--- src/rtl/fifo_param_sync_pkg.sv ---
// Shared helpers for the parametrised synchronous FIFO.
// Derives the width needed to hold an occupancy of 0..DEPTH.
package fifo_param_sync_pkg;

    function automatic int clog2_cnt(input int depth);
        return $clog2(depth + 1);
    endfunction

endpackage

--- src/rtl/fifo_param_mem.sv ---
// Register-array storage for fifo_param_sync.
// One synchronous write port, one asynchronous read port.
module fifo_param_mem #(
    parameter int DATA_WIDTH = 8,
    parameter int DEPTH      = 16,
    localparam int AW        = $clog2(DEPTH)
) (
    input  logic                  clk,
    input  logic                  we,
    input  logic [AW-1:0]         waddr,
    input  logic [DATA_WIDTH-1:0] wdata,
    input  logic [AW-1:0]         raddr,
    output logic [DATA_WIDTH-1:0] rdata
);

    logic [DATA_WIDTH-1:0] mem [DEPTH];

    always_ff @(posedge clk) begin
        if (we) begin
            mem[waddr] <= wdata;
        end
    end

    assign rdata = mem[raddr];

endmodule

--- src/rtl/fifo_param_sync.sv ---
// Parametrised single-clock FIFO with programmable levels and flush.
// Define FIFO_FWFT_EN for first-word-fall-through read mode.
module fifo_param_sync
    import fifo_param_sync_pkg::*;
#(
    parameter int DATA_WIDTH = 8,
    parameter int DEPTH      = 16,
    localparam int CNT_W     = clog2_cnt(DEPTH)
) (
    input  logic                  clk,
    input  logic                  reset,
    input  logic                  flush,
    input  logic                  write_en,
    input  logic                  read_en,
    input  logic [DATA_WIDTH-1:0] data_in,
    input  logic [CNT_W-1:0]      af_level,
    input  logic [CNT_W-1:0]      ae_level,
    output logic [DATA_WIDTH-1:0] data_out,
    output logic [CNT_W-1:0]      count,
    output logic                  full,
    output logic                  empty,
    output logic                  almost_full,
    output logic                  almost_empty,
    output logic                  overflow,
    output logic                  underflow
);

    localparam int AW = $clog2(DEPTH);
    localparam logic [AW-1:0] LAST = AW'(DEPTH - 1);

    logic [AW-1:0]         wr_ptr;
    logic [AW-1:0]         rd_ptr;
    logic [DATA_WIDTH-1:0] mem_rdata;
    logic                  clr;
    logic                  rd_acc;
    logic                  wr_acc;

    // Explicit wrap keeps non-power-of-two depths inside the array.
    function automatic logic [AW-1:0] ptr_inc(input logic [AW-1:0] p);
        return (p == LAST) ? '0 : p + AW'(1);
    endfunction

    assign full         = (count == CNT_W'(DEPTH));
    assign empty        = (count == '0);
    assign almost_full  = (count >= af_level);
    assign almost_empty = (count <= ae_level);

    always_comb begin
        clr    = reset || flush;
        rd_acc = 1'b0;
        wr_acc = 1'b0;
        if (!clr) begin
            rd_acc = read_en && !empty;
            wr_acc = write_en && (!full || rd_acc);
        end
    end

    fifo_param_mem #(
        .DATA_WIDTH(DATA_WIDTH),
        .DEPTH     (DEPTH)
    ) u_mem (
        .clk  (clk),
        .we   (wr_acc),
        .waddr(wr_ptr),
        .wdata(data_in),
        .raddr(rd_ptr),
        .rdata(mem_rdata)
    );

    always_ff @(posedge clk) begin
        if (clr) begin
            wr_ptr    <= '0;
            rd_ptr    <= '0;
            count     <= '0;
            overflow  <= 1'b0;
            underflow <= 1'b0;
        end else begin
            if (wr_acc) begin
                wr_ptr <= ptr_inc(wr_ptr);
            end
            if (rd_acc) begin
                rd_ptr <= ptr_inc(rd_ptr);
            end
            unique case ({wr_acc, rd_acc})
                2'b10:   count <= count + CNT_W'(1);
                2'b01:   count <= count - CNT_W'(1);
                default: count <= count;
            endcase
            overflow  <= write_en && !wr_acc;
            underflow <= read_en && !rd_acc;
        end
    end

`ifdef FIFO_FWFT_EN
    assign data_out = empty ? '0 : mem_rdata;
`else
    logic [DATA_WIDTH-1:0] dout_q;

    always_ff @(posedge clk) begin
        if (clr) begin
            dout_q <= '0;
        end else if (rd_acc) begin
            dout_q <= mem_rdata;
        end
    end

    assign data_out = dout_q;
`endif

endmodule

--- config.mk ---
export PLATFORM = sky130hd
export DESIGN_NAME = fifo_param_sync
export DESIGN_NICKNAME = d
export VERILOG_FILES = /design/src/rtl/fifo_param_sync_pkg.sv /design/src/rtl/fifo_param_mem.sv /design/src/rtl/fifo_param_sync.sv
export SDC_FILE = /design/constraint.sdc
export NUM_CORES = 1
export LEC_CHECK = 0
export ABC_AREA = 0
export BUFFER_PORTS_ARGS = -buffer_cell sky130_fd_sc_hd__buf_2
export CORE_MARGIN = 2
export CORE_UTILIZATION = 61
export DETAILED_ROUTE_END_ITERATION = 10
export PLACE_DENSITY_LB_ADDON = 0.2
export SETUP_SLACK_MARGIN = 0.15
export SYNTH_ARGS = -nofsm -noshare
export SYNTH_HDL_FRONTEND = slang
export SYNTH_HIERARCHICAL = 1
export SYNTH_SLANG_ARGS = --single-unit
--- constraint.sdc ---
create_clock -name clk -period 7 [get_ports clk]
set_input_delay 0 -clock clk [delete_from_list [all_inputs] [get_ports clk]]
set_output_delay 0 -clock clk [all_outputs]
set_load 0.02 [all_outputs]
==> flow_summary.toml <==
[run_status]
outcome = "completed"

[timing]
setup_ws_ns = 4.055
finalCritPeriodShare_pct = 42.08
tns_ns = 0
hold_viol_final = 0
setup_viol = 0
worstMarginPinSlew_ns = 1.119
fin_worst_skew_ns = 0.01195
slew_headroom_pct = 24.82
fmax_mhz = 339.5
whs_ns = 0.02969
post-route-min-period_ns = 2.945
rsz0062_at_grt = "false"
finalMaxSlewViolations = 0

[synth]
yosysWarningCount = 6
netlist_instances = 379
synth_xor_area_share_pct = 0.5517
synth_top_family_by_area = "multiplexers"
async_flop_share_pct = 0
synth_flop_cell = "edfxtp_1"
synth-seq-area-share_pct = 67.78
avgSynthCellArea_um2 = 16.75
synth_edf_count = 128
synth-compound-area-share_pct = 6.089
netlist_area_um2 = 6350
yosysTopAreaCell = "edfxtp_1"
synth-simple-area-share_pct = 6.837
synth_top_area_share_pct = 60.53
synth_nets = 419
synth_area_leaders = "edfxtp_1 (61%), dfxtp_1 (7.3%), mux4_2 (6.4%), mux4_1 (5.8%), ha_1 (3.2%)"
yosys.area_share.adder_pct = 3.468
synth-seq-cells = 151
yosysUniqueCellTypes = 50
muxShareOfSynthArea_pct = 12.49

[detailed_routing]
vias = 3541
wl_um = 12460
wire_per_inst_um = 21.13
first_iter_violations = 335
drtPass1Iterations = 5
final_antenna_net_count = 0
drt-vias-per-instance = 6.002
drt_drc_violations_left = 0

[place]
hpwl_um = 7756
io_buffer_count = 41
gp_congestion = 0.8150
place_ws_ns = 4.075

[floorplan]
die_width_um = 106.0
start_util_pct = 62.06
die_y_um = 106.0
coreArea_um2 = 10230
io_pins = 42
dieArea_um2 = 11240
rows = 37

[setup_path]
crit_type = "flop to flop"
crit_chain = "or4_4 -> o31ai_4 -> or2_1 -> inv_1 -> or3b_2 -> nor3_1"
end_kind = "flop"
cp-startpoint = "count[1]"
critPathMaxStageDelay_ns = 0.87
slowest_stage = "nor3_1"
crit_arrival_ns = 3.08
start_kind = "flop"
crit_fanout = 8
regToRegSetupSlack_ns = 4.05
worstPathRequired_ns = 7.13
r2r-start = "count[1]"

[final_layout]
layout-drive-gt1-share_pct = 23.13
seq_area_um2 = 4305
fill_cells = 613
syn_to_final_growth_pct = 16.10
multiInputGateArea_um2 = 1874
nNetsFinal = 481
final_util_pct = 72.06
antenna_cells = 0

[clock_network]
h-tree-depth = 4
clk_latency_ns = 0.52
clock_sinks = 151
ctsResizeCount = 0
path_clk_slew_ns = 0.06
root_buffer = "clkbuf_8"
cts_tree = "yes"
cts_max_path_buffers = 2
numCtsBuffers = 17

[pwr]
powerDensity_nw_per_um2 = 263.9
vdd_drop_max_mv = 0.2015
power_leakage_uw = 0.002573

[run]
maxCapViolations = 0

[global_route]
grt_pass1_vias = 3469
grt_pass1_wl_um = 19350
grtUsageTotal_pct = 23.91
gr-total-overflow = 0
grt_max_degree = 25
antenna_found_initial = 0

[hold_path]
min-delay-start = "flush"
hold_class = "input port to flop"
[cell families after synthesis]
family	after synthesis
flip-flops	151
XOR/XNOR	4
buffers and inverters	27
AO/OA/AOI/OAI	54
multiplexers	34
AND/OR/NAND/NOR	92
adder cells (fa/ha/maj)	17
[cell type report]
class / count / area share [%]
Sequential cell: 151 / 58.40
Multi-Input combinational cell: 201 / 25.42
Clock buffer: 17 / 5.618
Timing Repair Buffer: 59 / 5.092
Clock inverter: 15 / 2.597
Tap cell: 136 / 2.308
Inverter: 11 / 0.5601
[state kept, by name, summed over array words and instances (netlist names)]
signal and flops:
count 5, rd_ptr 4, wr_ptr 4, underflow 1
u_mem/mem 128, overflow 1, data_out 8
[critical path: cells and delay by family, from the launching register on]
| kind | cells | cell delay, ns |
|---|---|---|
| compound gates | 1 | 0.09 |
| buf+inv | 1 | 0.11 |
| flops | 1 | 0.46 |
| simple gates | 4 | 1.89 |
[what timing repair did]
action,4_1_cts,5_1_grt
buffers inserted,0,0
endpoints found under the hold margin,146,0
hold buffers,14,0
[placed cells by master, fill, tap and decap left out, types with 4 or more instances in the layout]
| cell | netlist | final |
|---|---|---|
| inv_1 | 11 | 11 |
| o21ai_0 | 4 | 4 |
| mux4_1 | 14 | 14 |
| inv_6 | 0 | 4 |
| nor2_1 | 25 | 25 |
| dlygate4sd3_1 | 0 | 14 |
| nand2_1 | 36 | 36 |
| mux4_2 | 18 | 18 |
| clkbuf_16 | 0 | 16 |
| nand3_1 | 6 | 6 |
| a21oi_1 | 16 | 16 |
| a22oi_1 | 16 | 16 |
| buf_4 | 1 | 4 |
| dfxtp_1 | 23 | 22 |
| ha_1 | 16 | 16 |
| edfxtp_1 | 128 | 128 |
| buf_2 | 4 | 41 |
[synthesized netlist by cell type, types with 3 or more instances]
cell	n
dfxtp_1	23
a21o_1	3
ha_1	16
edfxtp_1	128
a22oi_1	16
nor3_1	4
a21oi_1	16
mux4_1	14
nor2_1	25
nand2_1	36
nand2b_1	3
o21ai_0	4
xor2_1	3
buf_6	5
nand3_1	6
clkdlybuf4s25_2	3
buf_2	4
inv_1	11
o21a_1	3
mux4_2	18
[worst paths after layout]
check	to	depth (start not counted)
hold / removal	wr_ptr[3]	3
setup / recovery	u_mem/mem[0][4]	6
hold reg to reg	data_out[1]	2
setup reg to reg	u_mem/mem[0][4]	6
[metal layers]
layer	track usage (%)	vias to the layer above	routed length, um
met1	33.09	1779	5124
met5	0	-	0
li1	-	1623	-
met4	7.895	0	133
met2	38.80	127	6300
met3	4.782	12	906
[power breakdown]
group          internal, uW  total (uW)  switching, uW
sequential              977         979           2.45
combinational          19.8        49.2           29.5
clock                   552         917            365
total                  1550        1950            397
[stage by stage]
stage          total power (uW)  cells  cell area, um^2
2_1_floorplan              1020    379             6350
3_3_place_gp               1040    544             6626
3_5_place_dp               1042    544             6626
4_1_cts                    1956    590             7372
5_1_grt                    1995    590             7372
6_report                   1945    590             7372
Power figures use the tool's default switching activity.
